[src/rtl/ps2_pkg.sv]
// Shared types and constants for the PS/2 keyboard front end.
package ps2_pkg;

  // Frame receiver states; one state per field of an 11-bit PS/2 frame.
  typedef enum logic [1:0] {
    IDLE   = 2'd0,
    DATA   = 2'd1,
    PARITY = 2'd2,
    STOP   = 2'd3
  } ps2_state_e;

  // Scan-code prefixes that modify the following byte instead of being keys.
  localparam logic [7:0] SC_EXT = 8'hE0;
  localparam logic [7:0] SC_BRK = 8'hF0;

  // A queued key: extended flag on top of the 7-bit make code.
  localparam int ENTRY_W = 8;

  typedef struct packed {
    logic       ext;
    logic [6:0] code;
  } key_entry_t;

  // PS/2 uses odd parity across the data byte plus the parity bit.
  function automatic logic odd_parity_ok(input logic [7:0] data_byte, input logic par_bit);
    return ^{par_bit, data_byte};
  endfunction

endpackage

[src/rtl/sync_fifo.sv]
// Single-clock FIFO with a combinational head (first-word fall-through).
// A push while full is dropped and flagged on push_drop, unless a pop
// happens in the same cycle, in which case both succeed.
module sync_fifo #(
  parameter int WIDTH = 8,
  parameter int DEPTH = 8
) (
  input  logic                     clk,
  input  logic                     rst_n,
  input  logic                     push,
  input  logic [WIDTH-1:0]         push_data,
  input  logic                     pop,
  output logic [WIDTH-1:0]         head_data,
  output logic                     empty,
  output logic                     full,
  output logic [$clog2(DEPTH):0]   count,
  output logic                     push_drop
);

  localparam int AW = $clog2(DEPTH);
  localparam int CW = AW + 1;

  logic [WIDTH-1:0] mem_q [DEPTH];
  logic [AW-1:0]    wr_ptr_q, wr_ptr_d;
  logic [AW-1:0]    rd_ptr_q, rd_ptr_d;
  logic [CW-1:0]    count_q, count_d;
  logic             do_push, do_pop;

  assign empty = (count_q == '0);
  assign full  = (count_q == CW'(DEPTH));
  assign count = count_q;

  // Accept/reject decisions and next pointer/occupancy values.
  always_comb begin
    do_pop    = pop && !empty;
    do_push   = push && (!full || do_pop);
    push_drop = push && !do_push;
    wr_ptr_d  = wr_ptr_q + AW'(do_push);
    rd_ptr_d  = rd_ptr_q + AW'(do_pop);
    count_d   = count_q + CW'(do_push) - CW'(do_pop);
  end

  // Pointer and occupancy registers; pointers wrap naturally at DEPTH.
  always_ff @(posedge clk or negedge rst_n) begin
    if (!rst_n) begin
      wr_ptr_q <= '0;
      rd_ptr_q <= '0;
      count_q  <= '0;
    end else begin
      wr_ptr_q <= wr_ptr_d;
      rd_ptr_q <= rd_ptr_d;
      count_q  <= count_d;
    end
  end

  // Storage array; contents are don't-care until written, so no reset.
  always_ff @(posedge clk) begin
    if (do_push) begin
      mem_q[wr_ptr_q] <= push_data;
    end
  end

  assign head_data = empty ? '0 : mem_q[rd_ptr_q];

endmodule

[src/rtl/ps2_key_fifo.sv]
// PS/2 keyboard receiver: synchronises and de-glitches the PS/2 lines,
// assembles frames, folds E0/F0 prefixes into the following byte and
// queues make codes for the CPU key register.
module ps2_key_fifo
  import ps2_pkg::*;
#(
  parameter int FIFO_DEPTH     = 8,
  parameter int FILTER_LEN     = 4,
  parameter int TIMEOUT_CYCLES = 50000
) (
  input  logic                          clk,
  input  logic                          rst_n,
  input  logic                          ps2_clk,
  input  logic                          ps2_data,
  input  logic                          key_pop,
  input  logic                          ovf_clr,
  output logic [6:0]                    key_code,
  output logic                          key_ext,
  output logic                          key_valid,
  output logic [$clog2(FIFO_DEPTH):0]   fifo_count,
  output logic                          overflow,
  output logic                          frame_err
);

  localparam int TW = $clog2(TIMEOUT_CYCLES + 1);

  logic [1:0]            clk_sync_q, clk_sync_d;
  logic [1:0]            data_sync_q, data_sync_d;
  logic [FILTER_LEN-1:0] filt_win_q, filt_win_d;
  logic                  filt_clk_q, filt_clk_d;
  logic                  sample_evt, data_bit;

  ps2_state_e            state_q, state_d;
  logic [2:0]            bit_cnt_q, bit_cnt_d;
  logic [7:0]            shift_q, shift_d;
  logic                  par_q, par_d;
  logic                  ext_q, ext_d;
  logic                  brk_q, brk_d;
  logic                  push_q, push_d;
  key_entry_t            push_data_q, push_data_d;
  logic [TW-1:0]         to_cnt_q, to_cnt_d;
  logic                  frame_err_q, frame_err_d;
  logic                  overflow_q, overflow_d;
  logic                  err_evt;

  logic [ENTRY_W-1:0]    head_data;
  logic                  fifo_empty, fifo_full, fifo_drop;

  // Synchroniser shift and glitch filter: the filtered clock only moves
  // once the whole window agrees on the new level.
  always_comb begin
    clk_sync_d  = {clk_sync_q[0], ps2_clk};
    data_sync_d = {data_sync_q[0], ps2_data};
    filt_win_d  = {filt_win_q[FILTER_LEN-2:0], clk_sync_q[1]};
    filt_clk_d  = filt_clk_q;
    if (&filt_win_q) begin
      filt_clk_d = 1'b1;
    end else if (~|filt_win_q) begin
      filt_clk_d = 1'b0;
    end
  end

  // A sample event is the cycle in which the filtered clock decides to fall.
  assign sample_evt = filt_clk_q && ~|filt_win_q;
  assign data_bit   = data_sync_q[1];

  // Frame FSM, prefix tracking, decode and inactivity timeout.
  always_comb begin
    state_d     = state_q;
    bit_cnt_d   = bit_cnt_q;
    shift_d     = shift_q;
    par_d       = par_q;
    ext_d       = ext_q;
    brk_d       = brk_q;
    push_d      = 1'b0;
    push_data_d = push_data_q;
    to_cnt_d    = to_cnt_q;
    err_evt     = 1'b0;

    case (state_q)
      IDLE: begin
        to_cnt_d = '0;
        if (sample_evt && !data_bit) begin
          state_d   = DATA;
          bit_cnt_d = 3'd0;
        end
      end
      DATA: begin
        if (sample_evt) begin
          shift_d   = {data_bit, shift_q[7:1]};
          bit_cnt_d = bit_cnt_q + 3'd1;
          if (bit_cnt_q == 3'd7) begin
            state_d = PARITY;
          end
        end
      end
      PARITY: begin
        if (sample_evt) begin
          par_d   = data_bit;
          state_d = STOP;
        end
      end
      STOP: begin
        if (sample_evt) begin
          state_d = IDLE;
          if (data_bit && odd_parity_ok(shift_q, par_q)) begin
            if (shift_q == SC_EXT) begin
              ext_d = 1'b1;
            end else if (shift_q == SC_BRK) begin
              brk_d = 1'b1;
            end else begin
              // Break codes and codes outside the 7-bit range never queue.
              if (!brk_q && !shift_q[7]) begin
                push_d      = 1'b1;
                push_data_d = '{ext: ext_q, code: shift_q[6:0]};
              end
              ext_d = 1'b0;
              brk_d = 1'b0;
            end
          end else begin
            err_evt = 1'b1;
            ext_d   = 1'b0;
            brk_d   = 1'b0;
          end
        end
      end
      default: state_d = IDLE;
    endcase

    // A stalled device mid-frame abandons the frame and its prefixes.
    if (state_q != IDLE) begin
      if (sample_evt) begin
        to_cnt_d = '0;
      end else if (to_cnt_q == TW'(TIMEOUT_CYCLES - 1)) begin
        state_d  = IDLE;
        to_cnt_d = '0;
        err_evt  = 1'b1;
        ext_d    = 1'b0;
        brk_d    = 1'b0;
      end else begin
        to_cnt_d = to_cnt_q + TW'(1);
      end
    end
  end

  // Sticky flags: a new event in the same cycle as a clear wins.
  always_comb begin
    frame_err_d = frame_err_q;
    overflow_d  = overflow_q;
    if (ovf_clr) begin
      frame_err_d = 1'b0;
      overflow_d  = 1'b0;
    end
    if (err_evt) begin
      frame_err_d = 1'b1;
    end
    if (fifo_drop) begin
      overflow_d = 1'b1;
    end
  end

  // All front-end state registers; lines idle high, so sync/filter reset to 1.
  always_ff @(posedge clk or negedge rst_n) begin
    if (!rst_n) begin
      clk_sync_q  <= 2'b11;
      data_sync_q <= 2'b11;
      filt_win_q  <= '1;
      filt_clk_q  <= 1'b1;
      state_q     <= IDLE;
      bit_cnt_q   <= '0;
      shift_q     <= '0;
      par_q       <= 1'b0;
      ext_q       <= 1'b0;
      brk_q       <= 1'b0;
      push_q      <= 1'b0;
      push_data_q <= '0;
      to_cnt_q    <= '0;
      frame_err_q <= 1'b0;
      overflow_q  <= 1'b0;
    end else begin
      clk_sync_q  <= clk_sync_d;
      data_sync_q <= data_sync_d;
      filt_win_q  <= filt_win_d;
      filt_clk_q  <= filt_clk_d;
      state_q     <= state_d;
      bit_cnt_q   <= bit_cnt_d;
      shift_q     <= shift_d;
      par_q       <= par_d;
      ext_q       <= ext_d;
      brk_q       <= brk_d;
      push_q      <= push_d;
      push_data_q <= push_data_d;
      to_cnt_q    <= to_cnt_d;
      frame_err_q <= frame_err_d;
      overflow_q  <= overflow_d;
    end
  end

  sync_fifo #(
    .WIDTH (ENTRY_W),
    .DEPTH (FIFO_DEPTH)
  ) u_fifo (
    .clk       (clk),
    .rst_n     (rst_n),
    .push      (push_q),
    .push_data (push_data_q),
    .pop       (key_pop),
    .head_data (head_data),
    .empty     (fifo_empty),
    .full      (fifo_full),
    .count     (fifo_count),
    .push_drop (fifo_drop)
  );

  assign key_valid = !fifo_empty;
  assign key_code  = head_data[6:0];
  assign key_ext   = head_data[7];
  assign overflow  = overflow_q;
  assign frame_err = frame_err_q;

endmodule

[config.mk]
export PLATFORM = sky130hd
export DESIGN_NAME = ps2_key_fifo
export DESIGN_NICKNAME = d
export VERILOG_FILES = /design/src/rtl/ps2_pkg.sv /design/src/rtl/sync_fifo.sv /design/src/rtl/ps2_key_fifo.sv
export SDC_FILE = /design/constraint.sdc
export NUM_CORES = 1
export LEC_CHECK = 0
export CORE_AREA = 3 3 107 109
export CTS_CLUSTER_DIAMETER = 40
export DETAILED_ROUTE_END_ITERATION = 16
export DIE_AREA = 0 0 110 112
export PLACE_DENSITY = 0.71
export SKIP_CTS_REPAIR_TIMING = 1
export SYNTH_ARGS = -nofsm -noshare
export SYNTH_HDL_FRONTEND = slang
export SYNTH_SLANG_ARGS = --single-unit
[constraint.sdc]
create_clock -name clk -period 3.2 [get_ports clk]
set_input_delay 0.64 -clock clk [delete_from_list [all_inputs] [get_ports clk]]
set_output_delay 0.64 -clock clk [all_outputs]
set_load 0.01 [all_outputs]
-- Yosys cells after proc, flatten, opt, wreduce, memory -nomap -nowiden
Memory sizes are Yosys's and may differ from the RTL's.
Cells that the tools add are included.
- register bits: 62
- bits in writable memories: 64
- input port bits: 6
- word-level logic and storage cells: 120
- memories kept: 1
- memory list (memory ; depth ; bits a word ; read ports ; clocked after memory_dff ; write ports ; RTL line ; RTL):
    u_fifo.mem_q ; 8 ; 8 ; 1 ; 0 ; 1 ; sync_fifo.sv:23 ; logic [WIDTH-1:0] mem_q [DEPTH];
- add/sub/neg operators: 6
- eq/ne operators: 11
- multiplexer cells: 52
- bitwise logic cells: 2
- reduce and logical (&&, ||, !) cells: 29
- operator list (kind ; count):
    $mux W16 ; 4
    $mux W1 ; 35
    $add A16 B1 Y16 const B ; 1
    $eq A16 B16 Y1 const B ; 1
    $eq A8 B8 Y1 const B ; 2
    $mux W2 ; 8
    $reduce_bool A2 Y1 ; 5
    $reduce_xor A9 Y1 ; 1
    $mux W8 ; 1
    $pmux W2 S4 ; 1
    $logic_and A1 B1 Y1 ; 7
    $logic_not A1 Y1 ; 7
    $add A3 B1 Y3 ; 2
    $mux W3 ; 2
    $ne A2 B2 Y1 const B ; 3
    $pmux W3 S2 ; 1
    $reduce_and A6 Y1 ; 1
    $add A4 B1 Y4 ; 1
    $eq A2 B2 Y1 const B ; 2
    $eq A4 B4 Y1 const B ; 1
    $logic_not A4 Y1 ; 1
    $reduce_and A2 Y1 ; 2
    $reduce_and A4 Y1 ; 1
    $reduce_or A4 Y1 ; 1
    other kinds (8) ; 9

-- Longest topological paths before layout
- depth in word-level cells: 9
- gate-level depth with buffers: 12
- gate-level depth less buffers: 11

-- By module
Synthesis repeated with hierarchy kept, for this count alone.
- cells, all modules: 394
- area total of the unflattened synthesis: 5500.3 µm²
- modules (own cells, without submodules) (module ; instances ; cells each ; area an instance (µm²) ; seq. area each (µm²)):
    sync_fifo ; 1 ; 185 ; 3121.7 ; 2172.1
    ps2_key_fifo ; 1 ; 209 ; 2378.5 ; 1312.5

-- Worst setup path before layout
No wires, ideal clock.
- kind: register to register
- from: register u_fifo.count_q[2] (netlist: u_fifo.count[2])
- to: register u_fifo.count_q[2] (netlist: u_fifo.count[2])
- data arrival time: 2.305 ns
- required time: 3.077 ns
- setup slack: 0.772 ns
- stages on the path, launching flop included: 12
- path buffers: 1
- period minus slack after synthesis: 2.428 ns
- cell sequence: dfrtp_1 inv_1 ha_1 and2_1 clkbuf_1 inv_1 and2_1 ha_1 inv_1 ha_1 fa_1 xor2_1
- longest elaborated chain between the ends: 7
- elaborated cells between the ends (all ways): 9
- classes of those cells: add/sub: 2; eq/ne: 1; reduce/logical: 6
- ends and longest elaborated chain (element ; RTL line ; RTL):
    from (decl) ; sync_fifo.sv:26 ; logic [CW-1:0] count_q, count_d;
    from (signal assigned) ; sync_fifo.sv:52 ; count_q <= count_d;
    $logic_not A4 Y1 * ; sync_fifo.sv:29 ; assign empty = (count_q == '0);
    $logic_not A1 Y1 * ; n/a ;
    named net key_valid ; ps2_key_fifo.sv:19 ; output logic key_valid,
    $logic_and A1 B1 Y1 * ; sync_fifo.sv:35 ; do_pop = pop && !empty;
    $logic_or A1 B1 Y1 ; sync_fifo.sv:36 ; do_push = push && (!full || do_pop);
    $logic_and A1 B1 Y1 ; sync_fifo.sv:36 ;
    $add A4 B1 Y4 ; sync_fifo.sv:40 ; count_d = count_q + CW'(do_push) - CW'(do_pop);
    $sub A4 B1 Y4 * ; sync_fifo.sv:40 ;
    named net u_fifo.count_d[2] ; sync_fifo.sv:26 ;
Mark *: on every way through the listed nets, which the timed path passes. The rest lies on a longest branch.
A chain may end at the register's enable or synchronous reset.

-- Worst setup path after layout
- from: register u_fifo.rd_ptr_q[0]
- to: output key_code[0]
- longest elaborated chain between the ends: 2
- ends and longest elaborated chain (element ; RTL line ; RTL):
    from (decl) ; sync_fifo.sv:25 ; logic [AW-1:0] rd_ptr_q, rd_ptr_d;
    from (signal assigned) ; sync_fifo.sv:51 ; rd_ptr_q <= rd_ptr_d;
    $mem_v2 Z8 W8 ; n/a ;
    $mux W8 ; sync_fifo.sv:63 ; assign head_data = empty ? '0 : mem_q[rd_ptr_q];
    to (decl) ; ps2_key_fifo.sv:17 ; output logic [6:0] key_code,
No other way between the ends.

==> results.md <==
* Status: finished, final reports clean
* Final wirelength at 9499 um
* Critical Path RT at 2.56 ns
* Placed inst area at roughly 5700 um^2
* Via/cell ratio at 5.461
* Seq cells post-synth at 126
* Arrival time of the worst setup path at 2.37 ns
* Wire length per cell at roughly 17 um
* Ports at 21
* Final design area excluding fillers at 6276 um^2
* Clock Tree Root: clkbuf_8
* RSZ-0062 raised after global routing: false
* Syn Area/Cell at 14.43 um^2
* CTS H-Tree Depth at 4
* First-pass GRT wire length at 15970 um
* DP HPWL at 6382 um
* Core ar. at 10700 um^2
* Slew headroom at 54.22%
* Worst Setup Start Kind: flip-flop
* Die Wd at 110 um
* R2r setup slk at 0.87 ns
* DRT Pass-1 Iters at 4
* Total CTS buffers at 17
* Vias at 3047
* Final Setup Violations at 0
* Achievable clock frequency at 0.3319 GHz
* Largest net degree at the start of global routing at 31
* Worst vdd ir at around 0.38 mV
* Area share of the largest cell type after synthesis at 35.70%
* # nets final at 430
* Clk_skew at 0.01064 ns
* Synth-to-layout area growth at 16.60%
* Syn_nets at 398
* Crit-path max FO at 16
* R2R depth at 10
* Mapped Area at 5383 um^2
* GRT overflow at 0
* Actual slew at the worst max-slew pin at 0.6841 ns
* Initial core utilization at 50.32%
* Clk sinks at 126
* Post-synth EDFFs at 64
* Vias in the first global route at about 3200
* CP Capture Type: primary output
* Synth Flop Type: edfxtp_1
* Power Density at around 720 nW/um^2
* Synth Instances at roughly 370
* Leading cell type in the layout, fill and taps excluded: edfxtp_1
* CTS clk-pin slew, worst paths at 0.06 ns
* WS Path Type: flip-flop to primary output
* YS warnings at 0
* Clk buf depth at 2
* IO Port Bufs at 20
* Die area at approximately 12000 um^2
* CP max stage cell: mux4_2
* Final Hold Vio Count at 0
* Leak at between 2 and 2.5 nW
* Total track usage at 17.28%
* Post-synth top area cell: edfxtp_1
* Initial DRC count at 117
* Antenna cells at 0
* CP cell instances: buf_6, mux4_2, mux2i_1, nor2_1, clkdlybuf4s50_1
* Slew Limit Fails at 0
* Routability cong. at a little over 0.8
* Tmin final at 3.013 ns
* Core Rows at 38
* Layout cells sized above 1 at 19.38%
* Fin Setup TNS at 0 ns
* Crit-path max cell delay at ~0.55 ns
* Netlist cell types at 50
* MaxCap Viol Count at 0
* Skew-Pair Late Insertion Delay at 0.52 ns
* Synth area leaders: edfxtp_1, dfrtp_1, mux4_2
* Most frequent cells in the layout: edfxtp_1, dfrtp_1, nor2_1
* DIE HEIGHT at approximately 110 um
* Final cycle utilization of the critical path at a little over nine tenths
* Sequential fraction of the synthesis area at 64.74%
* Total Power at 4.488 mW
* Asr flop ratio synth at 49.21%
* CTS tree: built
* Hold crit path type: input port to asynchronous set/reset pin
* Post-route ant nets at 0
* Post-route DRC at 0
* Initial antenna violation count at 0
layout make-up:
type	count	area [um^2]
clock buffers	17	414.1
clock inverters	15	113.9
fillers	811	4422
inverters	19	71.32
multi-input cells	214	1764
flip-flops and latches	126	3486
well taps	140	175.2
repair buffers	27	251.5
cell families (layout without fill, tap and decap cells):
| logic type | count (synthesis) | after routing | synth area share [%] |
|---|---|---|---|
| muxes | 33 | 33 | 10.07 |
| buffers and inverters | 33 | 78 | 2.487 |
| AOI/OAI and AO/OA | 29 | 29 | 3.603 |
| adders and majority gates | 19 | 19 | 4.556 |
| and+or+nand+nor | 114 | 114 | 11.20 |
| xor gates and xnor gates | 19 | 19 | 3.347 |
| DFF | 126 | 126 | 64.74 |
report_power, final:
part	internal, mW	total (mW)	switching (mW)
logic	0.552	0.934	0.382
clock network	0.956	1.67	0.718
registers	1.76	1.88	0.119
state kept, by name, summed over array words and instances, names as in the netlist:
name	count
u_fifo.wr_ptr_q	3
push_q	1
push_data_q	8
clk_sync_q	2
filt_clk_q	1
to_cnt_q	16
shift_q	8
frame_err	1
u_fifo.mem_q	64
state_q	2
ext_q	1
par_q	1
brk_q	1
bit_cnt_q	3
u_fifo.rd_ptr_q	3
filt_win_q	4
data_sync_q	2
overflow	1
u_fifo.count	4
worst paths after layout:
kind	from	to
max	u_fifo.rd_ptr_q[0]	key_code[0]
min	rst_n	to_cnt_q[8]
max reg2reg	u_fifo.count[1]	u_fifo.count[2]
min reg2reg	data_sync_q[0]	data_sync_q[1]
max in group asynchronous	rst_n	u_fifo.rd_ptr_q[1]
min in group clk	data_sync_q[0]	data_sync_q[1]
metrics by stage:
stage               cells  hold WS, ns  setup WS [ns]  util, %
detailed placement    526       0.3479         0.4352    53.68
floorplan             373       0.3444         0.7718        -
finish                558       0.1487         0.1868    58.67
CTS                   558       0.1589       0.009332    58.62
global placement      526       0.3466         0.5784    53.68
global route          558       0.1881        0.06022    58.67
critical path, delay by kind of cell, from the launching register on:
family                 cells  cell delay, ns
DFF                        1            0.36
buffers and inverters      2            0.72
muxes                      2            0.72
and+or+nand+nor            1            0.06
metal layers:
layer	vias to the layer above	part of all wire, %	track usage (%)
met5	-	0	0
met4	0	1.5	6.151
met3	19	3.6	4.928
met2	51	53	29.49
met1	1534	42	20.72
li1	1443	-	-
cell usage after synthesis, types with 7 or more instances:
cell / number
nor4_1: 7
xor2_1: 9
inv_1: 19
mux2_2: 9
xnor2_1: 9
dfstp_2: 9
nand4_1: 7
mux4_2: 16
nor3_1: 10
edfxtp_1: 64
nor2_1: 34
o21ai_0: 10
mux2i_1: 8
dfrtp_1: 53
nand2_1: 24
clkbuf_1: 7
ha_1: 18
Note: power is estimated with default switching activity, not from simulation.
